--- src/rtl/ctrl_pkg.sv ---
// ctrl_pkg -- shared encodings for the multicycle RISC-V control unit.
//   state_e     : FSM state encoding (also exported on the State debug port)
//   op_class_e  : opcode classes produced by op_class_dec
//   OP_*        : instr[6:0] opcode constants
//   IMM_*, ALUOP_*, SRCA_*, SRCB_*, RES_* : datapath select encodings
package ctrl_pkg;

  typedef enum logic [3:0] {
    S_FETCH  = 4'd0,
    S_DECODE = 4'd1,
    S_MEMADR = 4'd2,
    S_MEMRD  = 4'd3,
    S_MEMWB  = 4'd4,
    S_MEMWR  = 4'd5,
    S_EXER   = 4'd6,
    S_EXEI   = 4'd7,
    S_ALUWB  = 4'd8,
    S_BEQ    = 4'd9,
    S_JAL    = 4'd10,
    S_TRAP   = 4'd11
  } state_e;

  typedef enum logic [2:0] {
    CLS_LOAD,
    CLS_STORE,
    CLS_RTYPE,
    CLS_IALU,
    CLS_BRANCH,
    CLS_JAL,
    CLS_OTHER
  } op_class_e;

  localparam logic [6:0] OP_LOAD   = 7'b0000011;
  localparam logic [6:0] OP_STORE  = 7'b0100011;
  localparam logic [6:0] OP_RTYPE  = 7'b0110011;
  localparam logic [6:0] OP_IALU   = 7'b0010011;
  localparam logic [6:0] OP_BRANCH = 7'b1100011;
  localparam logic [6:0] OP_JAL    = 7'b1101111;

  localparam logic [2:0] FUNCT3_BEQ = 3'b000;

  localparam logic [1:0] IMM_I = 2'b00;
  localparam logic [1:0] IMM_S = 2'b01;
  localparam logic [1:0] IMM_B = 2'b10;
  localparam logic [1:0] IMM_J = 2'b11;

  localparam logic [1:0] ALUOP_ADD   = 2'b00;
  localparam logic [1:0] ALUOP_SUB   = 2'b01;
  localparam logic [1:0] ALUOP_FUNCT = 2'b10;

  localparam logic [1:0] SRCA_PC    = 2'b00;
  localparam logic [1:0] SRCA_OLDPC = 2'b01;
  localparam logic [1:0] SRCA_RS1   = 2'b10;

  localparam logic [1:0] SRCB_RS2  = 2'b00;
  localparam logic [1:0] SRCB_IMM  = 2'b01;
  localparam logic [1:0] SRCB_FOUR = 2'b10;

  localparam logic [1:0] RES_ALUREG    = 2'b00;
  localparam logic [1:0] RES_RDATA     = 2'b01;
  localparam logic [1:0] RES_ALUDIRECT = 2'b10;

endpackage

--- src/rtl/op_class_dec.sv ---
// op_class_dec -- combinational opcode decoder.
//   op       in  7  instr[6:0]
//   op_class out    instruction class used by the FSM in DECODE/MEMADR
//   imm_src  out 2  immediate-extender select (I for anything unlisted)
module op_class_dec
  import ctrl_pkg::*;
(
  input  logic [6:0] op,
  output op_class_e  op_class,
  output logic [1:0] imm_src
);

  always_comb begin
    op_class = CLS_OTHER;
    imm_src  = IMM_I;
    case (op)
      OP_LOAD:   op_class = CLS_LOAD;
      OP_IALU:   op_class = CLS_IALU;
      OP_RTYPE:  op_class = CLS_RTYPE;
      OP_STORE: begin
        op_class = CLS_STORE;
        imm_src  = IMM_S;
      end
      OP_BRANCH: begin
        op_class = CLS_BRANCH;
        imm_src  = IMM_B;
      end
      OP_JAL: begin
        op_class = CLS_JAL;
        imm_src  = IMM_J;
      end
      default: ;
    endcase
  end

endmodule

--- src/rtl/multicycle_ctrl.sv ---
// multicycle_ctrl -- Moore control FSM for a multicycle RV32 subset
// (lw, sw, R-type, I-ALU, beq, jal) with a ready/valid memory port.
//   clk, rst_n          clock, async active-low reset
//   op, funct3          instruction fields; Zero ALU flag; MemReady memory done
//   MemReq/MemWrite/AdrSrc                 memory request controls
//   IRWrite/PCWrite/RegWrite               register load strobes
//   ALUSrcA/ALUSrcB/ALUOp/ResultSrc/ImmSrc datapath selects
//   Illegal             sticky illegal-opcode flag; State debug state
// Optional feature: define ILLEGAL_OP_TRAP_EN to send unlisted opcodes to a
// TRAP state that sets Illegal until reset; otherwise they behave as nops.
module multicycle_ctrl
  import ctrl_pkg::*;
(
  input  logic       clk,
  input  logic       rst_n,
  input  logic [6:0] op,
  input  logic [2:0] funct3,
  input  logic       Zero,
  input  logic       MemReady,
  output logic       MemReq,
  output logic       MemWrite,
  output logic       AdrSrc,
  output logic       IRWrite,
  output logic       PCWrite,
  output logic       RegWrite,
  output logic [1:0] ALUSrcA,
  output logic [1:0] ALUSrcB,
  output logic [1:0] ALUOp,
  output logic [1:0] ResultSrc,
  output logic [1:0] ImmSrc,
  output logic       Illegal,
  output logic [3:0] State
);

  state_e     state_q, state_d;
  op_class_e  op_class;
  logic [1:0] imm_src;
  logic       illegal;

  logic       mem_req, mem_write, adr_src, ir_write, pc_write, reg_write;
  logic [1:0] alu_src_a, alu_src_b, alu_op, result_src;

  op_class_dec u_dec (
    .op       (op),
    .op_class (op_class),
    .imm_src  (imm_src)
  );

  always_ff @(posedge clk or negedge rst_n) begin
    if (!rst_n) state_q <= S_FETCH;
    else        state_q <= state_d;
  end

`ifdef ILLEGAL_OP_TRAP_EN
  logic illegal_q, illegal_d;

  always_comb begin
    illegal_d = illegal_q | (state_d == S_TRAP);
  end

  always_ff @(posedge clk or negedge rst_n) begin
    if (!rst_n) illegal_q <= 1'b0;
    else        illegal_q <= illegal_d;
  end

  assign illegal = illegal_q;
`else
  assign illegal = 1'b0;
`endif

  always_comb begin
    state_d    = state_q;
    mem_req    = 1'b0;
    mem_write  = 1'b0;
    adr_src    = 1'b0;
    ir_write   = 1'b0;
    pc_write   = 1'b0;
    reg_write  = 1'b0;
    alu_src_a  = '0;
    alu_src_b  = '0;
    alu_op     = '0;
    result_src = '0;

    case (state_q)
      S_FETCH: begin
        mem_req    = 1'b1;
        adr_src    = 1'b0;
        alu_src_a  = SRCA_PC;
        alu_src_b  = SRCB_FOUR;
        result_src = RES_ALUDIRECT;
        if (MemReady) begin
          ir_write = 1'b1;
          pc_write = 1'b1;
          state_d  = S_DECODE;
        end
      end
      S_DECODE: begin
        alu_src_a = SRCA_OLDPC;
        alu_src_b = SRCB_IMM;
        alu_op    = ALUOP_ADD;
        case (op_class)
          CLS_LOAD, CLS_STORE: state_d = S_MEMADR;
          CLS_RTYPE:           state_d = S_EXER;
          CLS_IALU:            state_d = S_EXEI;
          CLS_BRANCH:          state_d = S_BEQ;
          CLS_JAL:             state_d = S_JAL;
`ifdef ILLEGAL_OP_TRAP_EN
          default:             state_d = S_TRAP;
`else
          default:             state_d = S_FETCH;
`endif
        endcase
      end
      S_MEMADR: begin
        alu_src_a = SRCA_RS1;
        alu_src_b = SRCB_IMM;
        alu_op    = ALUOP_ADD;
        if (op_class == CLS_STORE) state_d = S_MEMWR;
        else if (op_class == CLS_LOAD) state_d = S_MEMRD;
        else state_d = S_FETCH;
      end
      S_MEMRD: begin
        mem_req    = 1'b1;
        adr_src    = 1'b1;
        result_src = RES_ALUREG;
        if (MemReady) state_d = S_MEMWB;
      end
      S_MEMWB: begin
        result_src = RES_RDATA;
        reg_write  = 1'b1;
        state_d    = S_FETCH;
      end
      S_MEMWR: begin
        mem_req    = 1'b1;
        mem_write  = 1'b1;
        adr_src    = 1'b1;
        result_src = RES_ALUREG;
        if (MemReady) state_d = S_FETCH;
      end
      S_EXER: begin
        alu_src_a = SRCA_RS1;
        alu_src_b = SRCB_RS2;
        alu_op    = ALUOP_FUNCT;
        state_d   = S_ALUWB;
      end
      S_EXEI: begin
        alu_src_a = SRCA_RS1;
        alu_src_b = SRCB_IMM;
        alu_op    = ALUOP_FUNCT;
        state_d   = S_ALUWB;
      end
      S_ALUWB: begin
        result_src = RES_ALUREG;
        reg_write  = 1'b1;
        state_d    = S_FETCH;
      end
      S_BEQ: begin
        alu_src_a  = SRCA_RS1;
        alu_src_b  = SRCB_RS2;
        alu_op     = ALUOP_SUB;
        result_src = RES_ALUREG;
        pc_write   = Zero & (funct3 == FUNCT3_BEQ);
        state_d    = S_FETCH;
      end
      S_JAL: begin
        alu_src_a  = SRCA_OLDPC;
        alu_src_b  = SRCB_FOUR;
        result_src = RES_ALUREG;
        pc_write   = 1'b1;
        state_d    = S_ALUWB;
      end
      S_TRAP:  state_d = S_TRAP;
      default: state_d = S_FETCH;
    endcase
  end

  // FETCH is the reset state but drives MemReq=1, so every output is also
  // qualified by rst_n to read 0 for the whole time reset is held.
  always_comb begin
    MemReq    = mem_req   & rst_n;
    MemWrite  = mem_write & rst_n;
    AdrSrc    = adr_src   & rst_n;
    IRWrite   = ir_write  & rst_n;
    PCWrite   = pc_write  & rst_n;
    RegWrite  = reg_write & rst_n;
    ALUSrcA   = rst_n ? alu_src_a  : '0;
    ALUSrcB   = rst_n ? alu_src_b  : '0;
    ALUOp     = rst_n ? alu_op     : '0;
    ResultSrc = rst_n ? result_src : '0;
    ImmSrc    = (rst_n && state_q != S_TRAP) ? imm_src : '0;
    Illegal   = illegal & rst_n;
    State     = state_q;
  end

endmodule

--- config.mk ---
export PLATFORM = sky130hd
export DESIGN_NAME = multicycle_ctrl
export DESIGN_NICKNAME = d
export VERILOG_FILES = /design/src/rtl/ctrl_pkg.sv /design/src/rtl/op_class_dec.sv /design/src/rtl/multicycle_ctrl.sv
export SDC_FILE = /design/constraint.sdc
export NUM_CORES = 1
export LEC_CHECK = 0
export ABC_AREA = 1
export CORE_AREA = 3 3 43 45
export DETAILED_ROUTE_END_ITERATION = 7
export DIE_AREA = 0 0 46 48
export DONT_BUFFER_PORTS = 1
export PLACE_DENSITY = 0.58
export SETUP_SLACK_MARGIN = 0.15
export SYNTH_ARGS = -nofsm -noshare
export SYNTH_HDL_FRONTEND = slang
export SYNTH_SLANG_ARGS = --single-unit
--- constraint.sdc ---
create_clock -name clk -period 1.4 [get_ports clk]
set_input_delay 0.07 -clock clk [delete_from_list [all_inputs] [get_ports clk]]
set_output_delay 0.07 -clock clk [all_outputs]
set_load 0.01 [all_outputs]
==> results.ini <==
[synth]
syn_avg_cell_area_um2=5.350
yosysSeqAreaShare=0.1782
netlist_area_um2=561.8
synth_cell_type_count=19
yosys-top-cells-area=dfrtp_1, nand2_1, nor2_1
yosys_register_bits=4
synth_warnings=0
syn_inst=105
netlist.area_leader.share=0.1782
synthesis.nets=119
yosys.area.top_type=dfrtp_1

[power_and_ir_drop]
power_switching_mw=0.5156
total_power_mw=1.004
ir_drop_v=0.0005327
p_int_mw=0.4887
p_clk_frac=0.149
swShare=0.5134
power.density_nw_per_um2=1147
combPwrFrac=0.652
sequentialPowerShare=0.199
power.leakage_nw=0.3951

[sta]
period_minus_slack_ns=1.396
hold_viol_final=0
fin_worst_skew_ns=0.009156
tightestPinTransition_ns=0.7088
setup_ws_ns=0.004178
relSlewSlack=0.5270
drv_slew=0
rsz0062_at_grt=yes
finalCritPeriodShare=0.9970
setup_viol=0
clock.fmax_mhz=716.4

[global_routing]
grt_pass1_wl_mm=2.525
grt_use_total=0.1521
antenna_found_initial=0
grt_max_degree=12
overflow=0
grt_pass1_vias=588

[floorplanning]
die_h_um=48
die_x_um=46
fp-row-count=14
coreArea_um2=1506
start_util=0.3729
ios=35
fp.dieArea_um2=2208

[final_layout]
area_growth_pct=55.90
largest_reg_flops=4
layout-drive-gt1-share=0.5263
final_common_cell=nand2_1
seq_area_um2=105.1
fin_nets=130
antenna_cells_inserted=0
multi_input_comb_area_um2=586.8
final_cell_mix=nand2_1, inv_1, nand3_1
finalNonFillerCells=130
nFillCells=130

[critical_path]
critPathCaptureType=output pin
crit_path_frequent_cell=nand3_2
slowest_stage=dfrtp_2
start_kind=flop
crit_arrival_ns=1.33
rr_startpoint=State[3]
critPathMaxStageDelay_ns=0.47
path_cells=inv_4 > nand2_4 > nor2_4 > nand3_2 > nand3_2 > nand2_1 > inv_2
r2r_cells=8
path_buf_inv=2
critical_path_class=reg -> out
r2r_slack_ns=0.04
worstReg2RegEnd=State[0]
cp_max_fo=5
cpLargestDelayFamily=flip-flops
crit_required_ns=1.33

[routing]
topRoutingLayerUsed=met4
drtIter0Drc=21
vias=718
drt-wirelength-per-cell_um=14.62
wl_met1_um=712
route.met2.wl_mm=1.061
firstDrtPassIters=4
drtAntennaViolNets=0
drc=0
via_per_inst=5.523
drt_wl_total_mm=1.901
route.met3.wl_um=103

[clock_tree]
cts_buffers=3
clkTransAtPathRegs_ns=0.05
htree_num_levels=1
cts_num_sinks=4
clockBufferDepth=2
cts-root-buf=clkbuf_4
cts_tree=yes
insertion_delay_ns=0.24

[place]
gp_congestion=0.8456
dp.cells=120
dp_hpwl_mm=1.279
dp_slack_ns=0.06430
numPortBuffers=0

[hold_path]
hp-class=in -> reg
holdPathStages=3
hp-start=MemReady
min_to=State[2]

[run]
drv_cap=0

[outcome]
outcome=finished, final reports clean

worst max path at each step:
stage,start,end,slack (ns),depth (start not counted)
finish,State[2],PCWrite,0.004,7
global route,State[1],ALUSrcB[0],-0.06,7
CTS,State[2],ALUSrcB[0],0.02,7
detailed placement,State[2],State[2],0.06,6
global placement,State[2],State[2],0.09,6
floorplan,State[1],ALUSrcB[0],0.25,7
metal layers:
metal  GRT usage  up-vias
li1            -      353
met5           0        -
met2      0.2912       27
met1      0.1871      336
met4     0.03409        0
met3    0.003759        2
worst min-delay path: cells and delay by family:
family                 cells  cell delay [ns]
AND/OR/NAND/NOR            2             0.13
buffers and inverters      1             0.05
power groups by stage:
stage	Sequential, mW	Clock, mW	Combinational (mW)
finish	0.200	0.149	0.655
global route	0.204	0.153	0.700
CTS	0.169	0.145	0.475
detailed placement	0.165	0	0.373
global placement	0.165	0	0.369
floorplan	0.173	0	0.280
kinds of logic (layout without fill, tap and decap cells):
| kind of cell | count (synthesis) | after routing | synth area share |
|---|---|---|---|
| AND/OR/NAND/NOR | 65 | 65 | 0.5367 |
| buffers and inverters | 21 | 30 | 0.1470 |
| AO/OA/AOI/OAI | 14 | 14 | 0.1314 |
| flip-flops | 4 | 4 | 0.1782 |
| other | 1 | 1 | 0.006675 |
cells in the mapped netlist:
cell / n
nor2_1: 18
nand3_2: 2
o21ai_1: 1
nand2_2: 3
clkbuf_1: 1
inv_1: 17
buf_4: 1
nand2_1: 19
a21oi_1: 6
nor3_2: 1
o21ai_0: 4
inv_2: 2
o22ai_1: 1
a31oi_1: 2
dfrtp_1: 4
nand3_1: 13
nor2_2: 3
conb_1: 1
nor3_1: 6
metrics by stage:
step	area [µm²]	hold slack [ns]	utilization	setup TNS, ns
floorplan	561.8	-0.2256	-	0
global placement	578.1	-0.2253	0.3837	0
detailed placement	578.1	-0.2253	0.3837	0
CTS	729.5	0.05789	0.4842	0
global route	875.8	0.07014	0.5814	-0.2780
finish	875.8	0.05952	0.5814	0
final cells by class:
cell class                 instances  area share
clock buffer                       3     0.02571
tap                               16     0.02286
sequential                         4      0.1200
timing repair buffer               8     0.07143
multi-input combinational         80      0.6700
inverter                          19     0.09000
what timing repair did:
item,CTS,global route
hold endpoints to repair,4,0
buffers inserted,4,2
resized for setup,32,32
pin swaps,3,12
setup endpoints to repair,19,19
hold buffers,1,0
No activity file was read; power rests on OpenSTA's default activity.
